--- config.mk ---
export PLATFORM = sky130hd
export DESIGN_NAME = contador_horas
export DESIGN_NICKNAME = d
export VERILOG_FILES = /design/src/rtl/clock_pkg.sv /design/src/rtl/edge_rise.sv /design/src/rtl/contador_horas.sv
export SDC_FILE = /design/constraint.sdc
export NUM_CORES = 1
export LEC_CHECK = 0
export BUFFER_PORTS_ARGS = -buffer_cell sky130_fd_sc_hd__clkbuf_2
export CORE_MARGIN = 8
export CORE_UTILIZATION = 35
export DETAILED_ROUTE_END_ITERATION = 12
export HOLD_SLACK_MARGIN = 0.06
export PLACE_DENSITY = 0.53
export SYNTH_ARGS = -nofsm -noshare
export SYNTH_HDL_FRONTEND = slang
export SYNTH_SLANG_ARGS = --single-unit
--- constraint.sdc ---
create_clock -name clk -period 2.44 [get_ports clk]
set_clock_uncertainty 0.2 [all_clocks]
set_input_delay 0.366 -clock clk [delete_from_list [all_inputs] [get_ports clk]]
set_output_delay 0.366 -clock clk [all_outputs]
set_load 0.1 [all_outputs]
--- src/rtl/clock_pkg.sv ---
// rtl/clock_pkg.sv - BCD limits shared by the minute and hour stages of the clock
package clock_pkg;

  localparam logic [3:0] BCD_MAX_UNITS = 4'd9;
  localparam logic [3:0] MIN_TENS_WRAP = 4'd5;
  localparam logic [3:0] H24_TOP_TENS  = 4'd2;
  localparam logic [3:0] H24_TOP_UNITS = 4'd3;
  localparam int         H12_TOP       = 12;

  localparam logic [3:0] H12_TOP_TENS  = 4'(H12_TOP / 10);
  localparam logic [3:0] H12_TOP_UNITS = 4'(H12_TOP % 10);

endpackage

--- src/rtl/edge_rise.sv ---
// rtl/edge_rise.sv - rising-edge detector on a clk-synchronous level
module edge_rise (
  input  logic i_clk,
  input  logic i_rst_n,
  input  logic i_in,
  output logic o_rise
);

  logic r_d;

  always_ff @(posedge i_clk or negedge i_rst_n) begin
    if (!i_rst_n) begin
      r_d <= 1'b0;
    end else begin
      r_d <= i_in;
    end
  end

  assign o_rise = i_in & ~r_d;

endmodule

--- src/rtl/contador_horas.sv ---
// rtl/contador_horas.sv - BCD hours counter advanced by minute rollover or adjust button
module contador_horas
  import clock_pkg::*;
#(
  parameter bit MODE_24H = 1'b1
) (
  input  logic       clk,
  input  logic       clear,
  input  logic [3:0] min_tens,
  input  logic       adj_hour,
  output logic [3:0] hour_units,
  output logic [3:0] hour_tens,
  output logic       pm,
  output logic       day_tick
);

  localparam logic [3:0] RST_UNITS = MODE_24H ? 4'd0 : H12_TOP_UNITS;
  localparam logic [1:0] RST_TENS  = MODE_24H ? 2'd0 : H12_TOP_TENS[1:0];

  logic [3:0] r_prev_mt;
  logic [3:0] r_units;
  logic [1:0] r_tens;
  logic       r_pm;
  logic       r_day_tick;

  logic       w_hour_evt;
  logic       w_adj_evt;
  logic       w_inc;
  logic [3:0] w_tens4;
  logic       w_illegal;
  logic       w_top;
  logic       w_eleven;

  edge_rise u_adj_edge (
    .i_clk   (clk),
    .i_rst_n (clear),
    .i_in    (adj_hour),
    .o_rise  (w_adj_evt)
  );

  assign w_hour_evt = (r_prev_mt == MIN_TENS_WRAP) && (min_tens == 4'd0);
  assign w_inc      = w_hour_evt | w_adj_evt;
  assign w_tens4    = {2'b00, r_tens};

  // In 12h mode 00 is not a legal hour, so it is folded into the illegal set.
  always_comb begin
    w_illegal = 1'b0;
    w_top     = 1'b0;
    w_eleven  = 1'b0;
    if (MODE_24H) begin
      w_illegal = (r_units > BCD_MAX_UNITS) || (w_tens4 > H24_TOP_TENS) ||
                  ((w_tens4 == H24_TOP_TENS) && (r_units > H24_TOP_UNITS));
      w_top     = (w_tens4 == H24_TOP_TENS) && (r_units == H24_TOP_UNITS);
    end else begin
      w_illegal = (r_units > BCD_MAX_UNITS) || (w_tens4 > H12_TOP_TENS) ||
                  ((w_tens4 == H12_TOP_TENS) && (r_units > H12_TOP_UNITS)) ||
                  ((w_tens4 == 4'd0) && (r_units == 4'd0));
      w_top     = (w_tens4 == H12_TOP_TENS) && (r_units == H12_TOP_UNITS);
      w_eleven  = (w_tens4 == H12_TOP_TENS) && (r_units == H12_TOP_UNITS - 4'd1);
    end
  end

  always_ff @(posedge clk or negedge clear) begin
    if (!clear) begin
      r_prev_mt  <= 4'd0;
      r_units    <= RST_UNITS;
      r_tens     <= RST_TENS;
      r_pm       <= 1'b0;
      r_day_tick <= 1'b0;
    end else begin
      r_prev_mt  <= min_tens;
      r_day_tick <= 1'b0;
      if (w_inc) begin
        if (w_illegal) begin
          r_units <= RST_UNITS;
          r_tens  <= RST_TENS;
          r_pm    <= 1'b0;
        end else if (w_top) begin
          if (MODE_24H) begin
            r_units    <= 4'd0;
            r_tens     <= 2'd0;
            r_day_tick <= w_hour_evt;
          end else begin
            r_units <= 4'd1;
            r_tens  <= 2'd0;
          end
        end else if (w_eleven) begin
          // 11 -> 12 flips AM/PM; only the PM-to-AM flip is a new day.
          r_units    <= H12_TOP_UNITS;
          r_tens     <= H12_TOP_TENS[1:0];
          r_pm       <= ~r_pm;
          r_day_tick <= w_hour_evt & r_pm;
        end else if (r_units == BCD_MAX_UNITS) begin
          r_units <= 4'd0;
          r_tens  <= r_tens + 2'd1;
        end else begin
          r_units <= r_units + 4'd1;
        end
      end
    end
  end

  assign hour_units = r_units;
  assign hour_tens  = w_tens4;
  assign pm         = MODE_24H ? 1'b0 : r_pm;
  assign day_tick   = r_day_tick;

endmodule
---- After elaboration in Yosys (flattened, before gate mapping) ----
Cells that the tools add are included.
storage, ports and cells
  bits in registers ....................... 12
  bits of input ports ..................... 7
  output and inout port bits .............. 10
operators by class
  $add $sub $neg .......................... 2
  $lt $le $gt $ge ......................... 3
  eq/ne operators ......................... 4
  mux-type cells .......................... 9
  bitwise gates (word level) .............. 3
  reductions and logical operators ........ 8
operator list
  cell                                                count
  two-way mux 4 bit                                   3
  two-way mux 2 bit                                   3
  adder 4 x 1 -> 4 bit, second input constant         1
  == test 4 x 2 -> 1 bit, second input constant       1
  == test 4 x 3 -> 1 bit, second input constant       1
  == test 4 bit, second input constant                1
  > comparator 4 x 2 -> 1 bit, second input constant  1
  > comparator 4 bit, second input constant           1
  zero test 4 bit                                     1
  logical AND 1 bit                                   3
  two-way mux 1 bit                                   3
  nonzero test 3 bit                                  1
  adder 2 x 1 -> 2 bit, second input constant         1
  == test 2 bit, second input constant                1
  > comparator 2 bit, second input constant           1
  logical OR 1 bit                                    2
  AND reduction 2 bit                                 1
  bitwise AND 1 bit                                   1
  inverter 1 bit                                      1
  bitwise OR 1 bit                                    1

---- Longest topological paths before layout ----
  word-level depth ........................ 5
  mapped depth ............................ 6

---- Cells and area by module ----
A second synthesis with hierarchy kept.
unflattened totals
  cell total of the unflattened synthesis .. 56
  area, all modules ....................... 613.1 sq um
modules (own cells, without submodules)
  module          instances  cells each  area an instance (sq um)  seq. area each (sq um)
  contador_horas  1          54          574.3                     275.3
  edge_rise       1          2           38.8                      25.0

---- Least setup slack after synthesis ----
No wires, ideal clock.
  kind .................................... register -> register
  start ................................... register r_tens[0]
  end ..................................... register r_tens[1]
  library setup time ...................... 82 ps
  arrival time ............................ 2167 ps
  required time ........................... 2158 ps
  path slack .............................. -9 ps
  stages on the path, launching flop included .. 7
  clock period less this slack ............ 2449 ps
  cells stage by stage .................... dfrtp_1 -> inv_1 -> ha_1 -> or4_4 -> nand2_4 -> nand4_4 -> o22ai_2
on the way
  word-level cells in the longest chain between the ends .. 5
  elaborated cells on any way between the ends .. 12
RTL lines
  what                                                          RTL line                                                          text
  start: declaration                                            contador_horas.sv:22                                              logic [1:0] r_tens;
  start signal: assignment                                      contador_horas.sv:90                                              r_tens <= H12_TOP_TENS[1:0];
  start signal: assignment                                      contador_horas.sv:95                                              r_tens <= r_tens + 2'd1;
  > comparator 2 bit / == test 2 bit (equally long branches)    contador_horas.sv:51, contador_horas.sv:52, contador_horas.sv:53
  logical OR 1 bit / logical AND 1 bit (equally long branches)  contador_horas.sv:51, contador_horas.sv:52
  logical OR 1 bit                                              contador_horas.sv:51                                              w_illegal = (r_units > BCD_MAX_UNITS) || (w_tens4 > H24_TOP_TENS) ||
  nonzero test 3 bit (no line)                                  n/a
  AND reduction 2 bit (no line)                                 n/a
Several ways; a longest one is shown, not always the timed one. The select of a mux whose other input is x is not followed.
A chain may end at the register's enable or synchronous reset.

---- Worst setup path after layout ----
  start ................................... input port min_tens[1]
  end ..................................... register r_units[3] (netlist: hour_units[3])
on the way
  word-level cells in the longest chain between the ends .. 3
RTL lines
  what                    RTL line              text
  start: declaration      contador_horas.sv:9   input logic [3:0] min_tens,
  zero test 4 bit         contador_horas.sv:41  assign w_hour_evt = (r_prev_mt == MIN_TENS_WRAP) && (min_tens == 4'd0);
  logical AND 1 bit       contador_horas.sv:41
  bitwise OR 1 bit        contador_horas.sv:42  assign w_inc = w_hour_evt | w_adj_evt;
  end signal: assignment  contador_horas.sv:97  r_units <= r_units + 4'd1;
  end: declaration        contador_horas.sv:21  logic [3:0] r_units;
Every way passes these cells.

==> results.json <==
{
  "startpoint": "min_tens[1]",
  "grt_max_degree": 13,
  "netlist_instances": 55,
  "cp.arrival_ns": 1.93,
  "reg2reg_depth": 6,
  "max_slew.worst_pin.slew_ns": 0.545,
  "initial_core_util_pct": 37.4,
  "drtAntennaViolNets": 0,
  "worstSkewPairLatency_ns": 0.28,
  "grt_util_all_layers_pct": 8.72,
  "seq_power_share_pct": 27.5,
  "drive_above_1_share_pct": 40.3,
  "cts_buffer_depth": 2,
  "max_slew_margin_pct": 63.8,
  "rsz0062_at_grt": "false",
  "via_count": 491,
  "crit_fanout": 6,
  "via_per_inst": 4.81,
  "yosysTopAreaCell": "dfrtp_1",
  "r2r_slack_ns": 0.59,
  "critical_path_class": "in2reg",
  "synth_cell_types": 29,
  "yosysSeqAreaShare_pct": 46.5,
  "synth_flop_cell": "dfrtp_1",
  "clk_pin_slew_ns": 0.08,
  "chipHeight_um": 59.0,
  "irDropWorstVdd_mv": 0.617,
  "synth_seq_cells": 12,
  "place_ws_ns": 0.599,
  "hp-class": "in2async",
  "fin_tns_setup_ns": 0,
  "overflow": 0,
  "synth_top_area_share_pct": 46.5,
  "ys_warn_count": 0,
  "detail_route.wl_per_cell_um": 12.5,
  "p_sw_w": 0.000602,
  "period_needed_ns": 1.91,
  "ys_async_sr_fraction_pct": 100,
  "max-cap-violations": 0,
  "grt_pass1_vias": 525,
  "dieArea_mm2": 0.00348,
  "wl_um": 1270,
  "startpoint_type": "primary input",
  "ys_top_cells_by_count": "dfrtp_1, inv_1, a21oi_1, buf_4, nand2_1",
  "row_count": 15,
  "nNetsFinal": 87,
  "cts_resized": 0,
  "power.share.clock_pct": 14.6,
  "post-cts-setup-buffers": 0,
  "syn_area_um2": 646,
  "setup_viol": 0,
  "power_density_mw_per_mm2": 1320,
  "cts_tree": "built",
  "grt_first_pass_wirelength_um": 2220,
  "drt_iter0_markers": 6,
  "status": "finished, final reports clean",
  "r2r-end": "r_tens[1]$_DFFE_PN0P_",
  "fin_crit_sh_pct": 78.3,
  "placement.io_buffers": 13,
  "internal_power_w": 0.000485,
  "r2r_start": "r_tens[0]$_DFFE_PN0P_",
  "yosysMostFrequentCell": "dfrtp_1",
  "area_delta_synth_final_pct": 27.7,
  "critical_path.endpoint_type": "flop",
  "drc": 0,
  "root_buffer": "clkbuf_4",
  "required_ns": 2.46,
  "comb_power_share_pct": 57.9,
  "cts_max_level": 1,
  "post_synth.cell_area_avg_um2": 11.7,
  "core_mm2": 0.00173,
  "synthTopCellsByArea": "dfrtp_1, ha_1, buf_4",
  "swShare_pct": 55.3,
  "synth_edf_count": 0,
  "dp_hpwl_um": 979,
  "leakagePower_nw": 0.413,
  "clock-sinks": 12,
  "die_w_um": 59.0,
  "grt_antenna_before_repair": 0,
  "num_antenna_cells": 0,
  "cts_buffers": 3,
  "io_pins": 17,
  "fmax_mhz": 523,
  "maxSlewViolCount": 0,
  "setup_ws_ns": 0.530,
  "gp_congestion": 0.773,
  "firstDrtPassIters": 4,
  "hold_viol_final": 0,
  "timing.critical_path.to": "hour_units[3]$_DFFE_PN0P_"
}
==> metal layers <==
layer / up-vias / wire, µm / track usage [%]
li1: 239 / - / -
met1: 233 / 578 / 9.92
met2: 15 / 559 / 12.1
met3: 4 / 82 / 2.61
met4: 0 / 51 / 9.22
met5: - / 0 / 0
==> logic make-up after synthesis <==
family,Yosys count,share of synthesized area (%)
AOI/OAI and AO/OA,16,20.2
adders and majority gates,2,3.88
buffers and inverters,9,6.98
DFF,12,46.5
muxes,1,1.55
other,1,0.581
and+or+nand+nor,14,20.3
==> repair_timing <==
action	4_1_cts	5_1_grt
hold endpoints to repair	17	0
hold buffers	6	0
endpoints found under the setup margin	0	0
==> metrics by stage <==
step | hold WS, ns | power [W] | util (%) | instance area (µm²) | std cells
2_1_floorplan | -0.130 | 0.000828 | - | 654 | 57
3_3_place_gp | 0.0718 | 0.000932 | 42.2 | 728 | 92
3_5_place_dp | 0.0696 | 0.000927 | 42.2 | 728 | 92
4_1_cts | 0.305 | 0.00110 | 47.8 | 825 | 102
5_1_grt | 0.320 | 0.00116 | 47.8 | 825 | 102
6_report | 0.303 | 0.00109 | 47.8 | 825 | 102
==> power by group through the flow <==
| stage | logic [W] | clock network, W | registers (W) |
|---|---|---|---|
| 2_1_floorplan | 0.000258 | 0 | 0.000570 |
| 3_5_place_dp | 0.000622 | 0 | 0.000305 |
| 6_report | 0.000629 | 0.000159 | 0.000299 |
| 4_1_cts | 0.000631 | 0.000167 | 0.000301 |
| 5_1_grt | 0.000668 | 0.000178 | 0.000311 |
| 3_3_place_gp | 0.000626 | 0 | 0.000306 |
==> worst min-delay path by stage <==
| stage | startpoint | to | cells after the start |
|---|---|---|---|
| floorplan | clear | day_tick$_DFF_PN0_ | 0 |
| global placement | clear | day_tick$_DFF_PN0_ | 1 |
| detailed placement | clear | day_tick$_DFF_PN0_ | 1 |
| CTS | clear | hour_units[1]$_DFFE_PN0P_ | 2 |
| finish | clear | r_prev_mt[1]$_DFF_PN0_ | 2 |
| global route | r_tens[0]$_DFFE_PN0P_ | r_tens[0]$_DFFE_PN0P_ | 1 |
==> state kept, by name, indices dropped and copies added, names as in the netlist <==
signal,count
day_tick,1
hour_units,4
r_prev_mt,4
r_tens,2
u_adj_edge.r_d,1
==> cells in the final DEF (no fill, tap or decap), drive strengths merged <==
cell type / Yosys / final
nand4: 2 / 2
o32ai: 1 / 1
a32oi: 1 / 1
dfrtp: 12 / 12
clkbuf: 0 / 17
conb: 1 / 3
inv: 6 / 6
dlygate4sd3: 0 / 6
and4bb: 1 / 1
a22oi: 1 / 1
or4: 1 / 1
nor4: 1 / 1
a22o: 2 / 2
a211o: 1 / 1
o21ai: 4 / 4
and3b: 1 / 1
nor2: 1 / 1
ha: 2 / 2
nand2: 4 / 4
a21oi: 4 / 4
and2b: 2 / 2
o22ai: 2 / 2
mux2i: 1 / 1
nand3: 1 / 1
==> critical path, stage by stage <==
cell and delay (ns):
dlygate4sd3_1 0.53, clkbuf_2 0.13, nor4_4 0.38, a22oi_4 0.12, o32ai_1 0.24, a22o_1 0.16
==> final cells by class <==
cell class,instances,area [µm²]
clock buffers,4,36.3
fillers,172,902
inverters,6,22.5
multi-input cells,36,308
flip-flops and latches,12,302
well taps,25,31.3
repair buffers,19,125
(Power assumes the default switching activity.)
